`src/rtl/mc_controller.sv`:
```
// rtl/mc_controller.sv - multi-cycle MIPS-lite control FSM with DM ready handshake, timeout and retire counter
module mc_controller #(
    parameter int CNT_W       = 32,
    parameter int MEM_TIMEOUT = 15
) (
    input  logic             clk,
    input  logic             reset,
    input  logic [5:0]       op,
    input  logic [5:0]       fc,
    input  logic             br_e,
    input  logic             mem_ready,
    output logic             PCWr,
    output logic             IRWr,
    output logic             RegWr,
    output logic             MemWr,
    output logic             MemRd,
    output logic             ALUSrc2,
    output logic [1:0]       ALUOp,
    output logic [1:0]       ExtOp,
    output logic [1:0]       nPC_sel,
    output logic [1:0]       RegDst,
    output logic [1:0]       MemtoReg,
    output logic [2:0]       state,
    output logic             mem_err,
    output logic [CNT_W-1:0] retired
);
    typedef enum logic [2:0] {
        S_FETCH  = 3'd0,
        S_DECODE = 3'd1,
        S_EXEC   = 3'd2,
        S_MEM    = 3'd3,
        S_WB     = 3'd4
    } state_t;

    typedef enum logic [3:0] {
        I_NOP, I_ADDU, I_SUBU, I_JR, I_ORI, I_LUI, I_LW, I_SW, I_BEQ, I_J, I_JAL
    } instr_t;

    state_t     cur, nxt;
    instr_t     instr;
    logic [7:0] wait_cnt;
    logic       timeout;
    logic       pc_wr, ir_wr, reg_wr, mem_wr, mem_rd;

    always_comb begin
        instr = I_NOP;
        if (op == 6'h00) begin
            case (fc)
                6'h21:   instr = I_ADDU;
                6'h23:   instr = I_SUBU;
                6'h08:   instr = I_JR;
                default: instr = I_NOP;
            endcase
        end else begin
            case (op)
                6'h0d:   instr = I_ORI;
                6'h23:   instr = I_LW;
                6'h2b:   instr = I_SW;
                6'h04:   instr = I_BEQ;
                6'h0f:   instr = I_LUI;
                6'h02:   instr = I_J;
                6'h03:   instr = I_JAL;
                default: instr = I_NOP;
            endcase
        end
    end

    // ready wins over timeout when both land in the same cycle
    assign timeout = (cur == S_MEM) && !mem_ready && (wait_cnt == 8'(MEM_TIMEOUT - 1));

    always_comb begin
        nxt      = S_FETCH;
        pc_wr    = 1'b0;
        ir_wr    = 1'b0;
        reg_wr   = 1'b0;
        mem_wr   = 1'b0;
        mem_rd   = 1'b0;
        ALUSrc2  = 1'b0;
        ALUOp    = 2'b00;
        ExtOp    = 2'b00;
        nPC_sel  = 2'b00;
        RegDst   = 2'b00;
        MemtoReg = 2'b00;
        case (cur)
            S_FETCH: begin
                ir_wr = 1'b1;
                pc_wr = 1'b1;
                nxt   = S_DECODE;
            end
            S_DECODE: begin
                case (instr)
                    I_J: begin
                        pc_wr   = 1'b1;
                        nPC_sel = 2'b10;
                    end
                    I_JAL: begin
                        reg_wr   = 1'b1;
                        RegDst   = 2'b10;
                        MemtoReg = 2'b10;
                        pc_wr    = 1'b1;
                        nPC_sel  = 2'b10;
                    end
                    I_JR: begin
                        pc_wr   = 1'b1;
                        nPC_sel = 2'b11;
                    end
                    I_NOP:   nxt = S_FETCH;
                    default: nxt = S_EXEC;
                endcase
            end
            S_EXEC, S_MEM: begin
                // MEM keeps the address computation stable while the access is pending
                case (instr)
                    I_ADDU: ALUOp = 2'b00;
                    I_SUBU: ALUOp = 2'b01;
                    I_ORI: begin
                        ALUOp   = 2'b10;
                        ALUSrc2 = 1'b1;
                    end
                    I_LUI: begin
                        ALUOp   = 2'b11;
                        ALUSrc2 = 1'b1;
                        ExtOp   = 2'b10;
                    end
                    I_LW, I_SW: begin
                        ALUSrc2 = 1'b1;
                        ExtOp   = 2'b01;
                    end
                    I_BEQ: begin
                        ALUOp = 2'b01;
                        ExtOp = 2'b01;
                    end
                    default: ;
                endcase
                if (cur == S_EXEC) begin
                    case (instr)
                        I_LW, I_SW:                    nxt = S_MEM;
                        I_ADDU, I_SUBU, I_ORI, I_LUI:  nxt = S_WB;
                        I_BEQ: begin
                            nxt = S_FETCH;
                            if (br_e) begin
                                pc_wr   = 1'b1;
                                nPC_sel = 2'b01;
                            end
                        end
                        default:                       nxt = S_FETCH;
                    endcase
                end else begin
                    mem_rd = (instr == I_LW);
                    mem_wr = (instr == I_SW);
                    if (mem_ready) begin
                        if (instr == I_LW) nxt = S_WB;
                        else               nxt = S_FETCH;
                    end else if (timeout) begin
                        nxt = S_FETCH;
                    end else begin
                        nxt = S_MEM;
                    end
                end
            end
            S_WB: begin
                reg_wr = 1'b1;
                case (instr)
                    I_ADDU, I_SUBU: RegDst   = 2'b01;
                    I_LW:           MemtoReg = 2'b01;
                    default: ;
                endcase
                nxt = S_FETCH;
            end
            default: nxt = S_FETCH;
        endcase
    end

    // enables are gated so no write can escape while reset is held
    assign PCWr  = pc_wr  & reset;
    assign IRWr  = ir_wr  & reset;
    assign RegWr = reg_wr & reset;
    assign MemWr = mem_wr & reset;
    assign MemRd = mem_rd & reset;
    assign state = cur;

    always_ff @(posedge clk or negedge reset) begin
        if (!reset) begin
            cur      <= S_FETCH;
            wait_cnt <= 8'd0;
            mem_err  <= 1'b0;
            retired  <= '0;
        end else begin
            cur <= nxt;
            if (cur == S_MEM && nxt == S_MEM) wait_cnt <= wait_cnt + 8'd1;
            else                              wait_cnt <= 8'd0;
            if (timeout) mem_err <= 1'b1;
            if (cur != S_FETCH && nxt == S_FETCH)
                retired <= retired + {{(CNT_W-1){1'b0}}, 1'b1};
        end
    end
endmodule

```
`config.mk`:
```
export PLATFORM = sky130hd
export DESIGN_NAME = mc_controller
export DESIGN_NICKNAME = d
export VERILOG_FILES = /design/src/rtl/mc_controller.sv
export SDC_FILE = /design/constraint.sdc
export NUM_CORES = 1
export LEC_CHECK = 0
export BUFFER_PORTS_ARGS = -buffer_cell sky130_fd_sc_hd__buf_2
export CAP_MARGIN = 10
export CELL_PAD_IN_SITES_DETAIL_PLACEMENT = 1
export CELL_PAD_IN_SITES_GLOBAL_PLACEMENT = 2
export CORE_MARGIN = 8
export CORE_UTILIZATION = 35
export CTS_CLUSTER_SIZE = 25
export DETAILED_ROUTE_END_ITERATION = 10
export GPL_TIMING_DRIVEN = 0
export PLACE_DENSITY = 0.9
export SYNTH_ARGS = -nofsm -noshare
export SYNTH_HDL_FRONTEND = slang
export SYNTH_SLANG_ARGS = --single-unit
export TNS_END_PERCENT = 1
```
`constraint.sdc`:
```
create_clock -name clk -period 3.9 [get_ports clk]
set_clock_uncertainty 0.15 [all_clocks]
set_input_delay 0.585 -clock clk [delete_from_list [all_inputs] [get_ports clk]]
set_output_delay 0.585 -clock clk [all_outputs]
set_load 0.05 [all_outputs]
```
# Word-level counts from Yosys, hierarchy flattened
# Cells that the tools add are included.
[word_totals]
register_bits = 44
inputBits = 16
output_inout_bits = 52
wordCells = 96
[classes]
n_addsub = 2
eq_ne = 26
mux = 39
bitwise = 5
n_reduce_logical = 20
[ops]
columns = ["op", "count"]
rows = [
  ["adder 32 x 1 -> 32 bit, second input constant", 1],
  ["one-hot mux 4 bit (7 select lines)", 1],
  ["== test 6 bit, second input constant", 4],
  ["one-hot mux 2 bit (2 select lines)", 5],
  ["== test 6 x 4 -> 1 bit, second input constant", 3],
  ["2-to-1 mux 1 bit", 17],
  ["== test 4 x 3 -> 1 bit, second input constant", 4],
  ["== test 4 bit, second input constant", 3],
  ["== test 6 x 2 -> 1 bit, second input constant", 2],
  ["one-hot mux 2 bit (3 select lines)", 2],
  ["OR reduction 4 bit", 3],
  ["2-to-1 mux 2 bit", 5],
  ["OR reduction 2 bit", 5],
  ["== test 3 x 2 -> 1 bit, second input constant", 3],
  ["2-to-1 mux 3 bit", 3],
  ["one-hot mux 3 bit (3 select lines)", 1],
  ["adder 8 x 1 -> 8 bit, second input constant", 1],
  ["== test 4 x 2 -> 1 bit, second input constant", 2],
  ["== test 8 x 4 -> 1 bit, second input constant", 1],
  ["2-to-1 mux 8 bit", 1],
  ["== test 6 x 3 -> 1 bit, second input constant", 1],
  ["zero test 3 bit", 2],
  ["zero test 6 bit", 1],
  ["one-hot mux 3 bit (2 select lines)", 1],
  ["other kinds (12)", 20],
]

# Depth between registers and ports, before layout
[depth]
depth_word = 11
mapped_depth = 11
ltp_nobuf = 8

# Worst setup path after synthesis
# No wires, ideal clock.
[synth_path]
kind = "input to output"
from = "input op[2]"
to = "output MemRd"
t_arrival_ns = 3.137
t_required_ns = 3.165
setup_slack_ns = 0.028
cell_stages = 7
n_path_buf = 1
cell_sequence = "buf_2 > nand2b_1 > mux2i_1 > nand3b_1 > nor2_1 > nand4_1 > nor3_1"
[synth_between]
elab_chain_cells = 7
elab_cells_between_ends = 14
cone_classes = "8 x eq/ne; 4 x mux; 1 x bitwise; 1 x reduce/logical"
[synth_lines]
columns = ["element", "line", "source"]
rows = [
  ["start: declaration", "8", "input logic [5:0] op,"],
  ["== test 6 x 2 -> 1 bit, or another cell as far along", "55", "case (op)"],
  ["one-hot mux 4 bit (7 select lines)", "55", ""],
  ["2-to-1 mux 4 bit *", "47", "if (op == 6'h00) begin"],
  ["== test 4 x 3 -> 1 bit *", "149", "mem_rd = (instr == I_LW);"],
  ["2-to-1 mux 1 bit *", "135", "if (cur == S_EXEC) begin"],
  ["2-to-1 mux 1 bit *", "84", "case (cur)"],
  ["AND 1 bit *", "179", "assign MemRd = mem_rd & reset;"],
  ["end: declaration", "16", "output logic MemRd,"],
]
# Mark *: on every way between the ends. The rest lies on a longest branch, timed or not.

# Worst setup path after layout
[layout_path]
from = "input op[0]"
to = "output ALUOp[0]"
[layout_between]
elab_chain_cells = 7
elab_cells_between_ends = 17
cone_classes = "11 x eq/ne; 4 x mux; 2 x reduce/logical"
[layout_lines]
columns = ["element", "line", "source"]
rows = [
  ["== test 6 x 2 -> 1 bit, or another cell as far along", "55", ""],
  ["one-hot mux 4 bit (7 select lines)", "55", ""],
  ["2-to-1 mux 4 bit *", "47", ""],
  ["== test 4 x 2 -> 1 bit / == test 4 bit (equally long branches)", "113", "case (instr)"],
  ["OR reduction 2 bit (no line)", "-", ""],
  ["one-hot mux 2 bit (3 select lines) *", "113", ""],
  ["2-to-1 mux 2 bit *", "84", ""],
  ["end: declaration", "18", "output logic [1:0] ALUOp,"],
]
# Marks and branches as above.

==> flow_results.org <==
** Clocking
- Hold buffers post-CTS :: 0
- After clock tree synthesis, the clock-pin slew on the worst setup and hold paths is 0.09 ns.
- Latest clock arrival within the worst-skew pair :: 0.29 ns
- TritonCTS built the clock tree.
- TritonCTS created 5 clock buffers.
- Clock tree synthesis found a total of 44 sinks.
- CTS placed an instance of sky130_fd_sc_hd__clkbuf_8 at the clock tree root.
- Number of resized instances in the post-cts repair step :: 0
- Number of levels in the clock H-tree :: 2
- Max Root-Sink Buffers :: 2
- Post CTS Setup Buffer Count :: 0

** Logic synthesis
- Synthesis handed over a netlist of 278 instances.
- Count of warnings emitted by yosys :: 0
- Of the synthesized area, sequential elements account for 41.35%.
- The number of different library cells used by synthesis comes to 49.
- Synth Flop Type :: sky130_fd_sc_hd__dfrtp_1
- Mapped cell area :: 2663 µm²
- The number of nets in the synthesized netlist is 297.
- Of all flip-flops after synthesis, the portion carrying an async set or reset was 100.0%.
- Counting flops with a built-in enable in the synthesized netlist gives 0.
- Synthesis inferred 44 register bits.
- Post-Syn Area per Cell :: 9.578 µm²

** Routing
- Once detail routing completed, the nets flagged for antenna violations numbered 0.
- The detailed router finished its first iteration with 48 violations.
- Number of design rule violations left after detail routing :: 0
- Total length of routed wires :: 7.267 mm
- Per-cell routed wire length :: 16.08 µm
- Detailed-routing iteration count for the pre-antenna-repair pass :: 4
- For this block, the via count after detailed routing is 2406.
- In the routed layout, each cell is associated on average with a via count of 5.323.

** Worst hold path
- Type of the worst min-delay path :: input port to async pin

** Global routing
- Global routing consumed, over all layers together, 14.21% of the routing resources.
- For this run the aggregate overflow at the end of global routing stands at 0.
- Entering global routing, the biggest net connects 48 pins.
- Antenna violations before repair :: 0
- The number of global-route vias before repair came to 2461.
- The first global-routing pass estimated 12.30 mm of wire.

** Timing
- The final number of max-transition violations is 0.
- Highest attainable clock frequency :: 307.9 MHz
- Worst Max-Slew Pin Slew :: 1.027 ns
- Worst-case headroom to the max-slew limit :: 31.52%
- Setup Viol. Count Final :: 0
- Dividing the final minimum period by the clock period gives 83.27%.
- Final-layout setup total negative slack :: 0 ns
- Across all hold checks on the routed design, the worst slack comes to 0.3122 ns.
- Total count of hold-check failures in the final report :: 0
- Setup repair after global routing missed its margin :: false
- The smallest clock period supported by the final layout is computed as 3.247 ns.

** Setup path
- The worst setup path is captured at an output pin.
- The critical path is of the input port to output pin type.
- Startpoint Class :: input port
- Critical Path Fanout Max :: 10
- Data on the critical path arrives at its endpoint at 2.51 ns.
- STA puts the critical path data required time at 3.16 ns.

** Power and ir drop
- Power density cells :: 446.7 nW/µm²
- Internal power contribution :: 779.7 µW
- In this run, the clock network consumes 19.8% of the power.
- For this design the static power due to leakage is 0.001503 µW.
- Proportion of power drawn by flip-flops and latches :: 39.4%
- Net switching is 45.43% of the power.
- Logic gate share of total power :: 40.8%
- Total power draw :: 1429 µW
- Net switching component of the power :: 649.0 µW
- Highest ir drop seen on vdd :: 0.3552 mV

** Placed design
- Summed over all nets, the half-perimeter wirelength after detailed placement is 5.597 mm.
- Routability-driven placement finished with a final weighted congestion of 0.8116.
- Area post-placement :: 3110 µm²
- Quantity of I/O buffers inserted on ports :: 64

** Cells and area
- In the layout the commonest cells are sky130_fd_sc_hd__buf_2, sky130_fd_sc_hd__dfrtp_1, sky130_fd_sc_hd__nand4_1, sky130_fd_sc_hd__xnor2_1, sky130_fd_sc_hd__nor2_1.
- After filler insertion, the fill cell instance count of the layout stands at 905.
- Layout Area Growth over Synthesis :: 20.11%
- The post-route netlist has 27.43% of its cells at a drive strength greater than 1.
- Leaving out fill and tap cells, the most frequent cell in the layout is sky130_fd_sc_hd__buf_2.
- After routing the design area is 3198 µm².
- 0 antenna diodes ended up in the layout.
- After the last flow step, the layout net total stands at 368.
- Cells fill 42.26% of the core in the end.

** Floorplanning
- Vertical extent of the die :: 103.2 µm
- The total area inside the core boundary comes to 7567 µm².
- Pin placement for this block handled 68 I/O pins.
- In this run the core area contains 32 standard-cell rows.
- The die is 103.2 µm wide.
- The initial utilization of the core area, before any placement, comes to 35.19%.
- The floorplan step defined a die boundary enclosing 10650 µm².

** Run status
- Run status :: finished, final reports clean

** Job
- Across the run, the number of max-cap violations was 0.
==> metal layers <==
metal  routed length [µm]  global-route usage, %
met4                   70                  3.560
met2                 3468                  23.28
met3                  419                  2.410
met5                    0                      0
met1                 3309                  18.97
==> synth_stat cells (3+ instances only) <==
library cell	count	share of area (%)
sky130_fd_sc_hd__nor3_1	9	1.7
sky130_fd_sc_hd__nand2_1	7	0.99
sky130_fd_sc_hd__nor2_1	25	3.5
sky130_fd_sc_hd__inv_1	3	0.42
sky130_fd_sc_hd__nand4_1	30	7.0
sky130_fd_sc_hd__nor2b_1	3	0.70
sky130_fd_sc_hd__nand2b_1	6	1.4
sky130_fd_sc_hd__a21oi_1	11	2.1
sky130_fd_sc_hd__nand3_1	11	2.1
sky130_fd_sc_hd__and2_1	10	2.3
sky130_fd_sc_hd__and4_1	6	2.0
sky130_fd_sc_hd__nand4b_1	4	1.3
sky130_fd_sc_hd__buf_2	5	0.94
sky130_fd_sc_hd__dfrtp_1	44	41
sky130_fd_sc_hd__and3_1	14	3.3
sky130_fd_sc_hd__buf_4	5	1.4
sky130_fd_sc_hd__ha_1	3	1.4
sky130_fd_sc_hd__and4b_1	3	1.1
sky130_fd_sc_hd__xnor2_1	30	9.9
sky130_fd_sc_hd__clkbuf_1	5	0.70
sky130_fd_sc_hd__xor2_1	7	2.3
==> registers in the layout, summed over array words and instances (netlist names) <==
name      cells
retired      32
wait_cnt      8
state         3
mem_err       1
==> stage by stage <==
| stage | worst slack [ns] | std cells |
|---|---|---|
| 3_3_place_gp | 0.6490 | 444 |
| 5_1_grt | 0.4058 | 452 |
| 6_report | 0.6526 | 452 |
| 2_1_floorplan | 0.02841 | 278 |
| 3_5_place_dp | 0.6233 | 444 |
| 4_1_cts | 0.6155 | 452 |
==> critical path, cell delays in order <==
cell	delay [ns]
sky130_fd_sc_hd__buf_2	0.10
sky130_fd_sc_hd__buf_2	0.17
sky130_fd_sc_hd__nor4_2	0.29
sky130_fd_sc_hd__nand2_1	0.16
sky130_fd_sc_hd__nor3_2	0.26
sky130_fd_sc_hd__nor2_1	0.18
sky130_fd_sc_hd__o31ai_1	0.27
sky130_fd_sc_hd__a21oi_1	0.06
sky130_fd_sc_hd__nor2_1	0.13
sky130_fd_sc_hd__buf_2	0.28
==> path summary, 6_finish.rpt <==
kind,end,from,cells after the start,slack [ns]
worst max-delay path,ALUOp[0],op[0],10,0.65
worst min-delay path,retired[27]$_DFFE_PN0P_,reset,1,0.31
worst max register to register,retired[20]$_DFFE_PN0P_,wait_cnt[0]$_DFF_PN0_,11,1.33
worst min register to register,mem_err$_DFFE_PN0P_,mem_err$_DFFE_PN0P_,1,0.31
max in group asynchronous,retired[11]$_DFFE_PN0P_,reset,1,2.65
min in group clk,mem_err$_DFFE_PN0P_,mem_err$_DFFE_PN0P_,1,0.31
==> power groups by stage <==
stage                     sequential (µW)  combinational (µW)  clock, µW
final                                 562                 583        283
after global routing                  572                 630        308
after CTS                             562                 591        293
after detailed placement              571                 589          0
after global placement                568                 576          0
after floorplan                       716                 269          0
==> cell type report <==
class | count | area, µm² | share of cell area (%)
inverter | 3 | 11.26 | 0.3521
clock inverter | 3 | 18.77 | 0.5869
clock buffer | 5 | 68.82 | 2.152
timing repair buffer | 64 | 320.3 | 10.02
tap | 102 | 127.6 | 3.991
multi-input combinational | 213 | 1449 | 45.31
buffer | 18 | 101.3 | 3.169
sequential | 44 | 1101 | 34.43
==> logic make-up after synthesis <==
family / synth area share (%)
AO/OA/AOI/OAI: 6.814
flip-flops: 41.35
AND/OR/NAND/NOR: 33.22
buffers and inverters: 4.229
XOR/XNOR: 12.17
adder cells (fa/ha/maj): 1.410
multiplexers: 0.7989
Note: power is estimated with default switching activity, not from simulation.
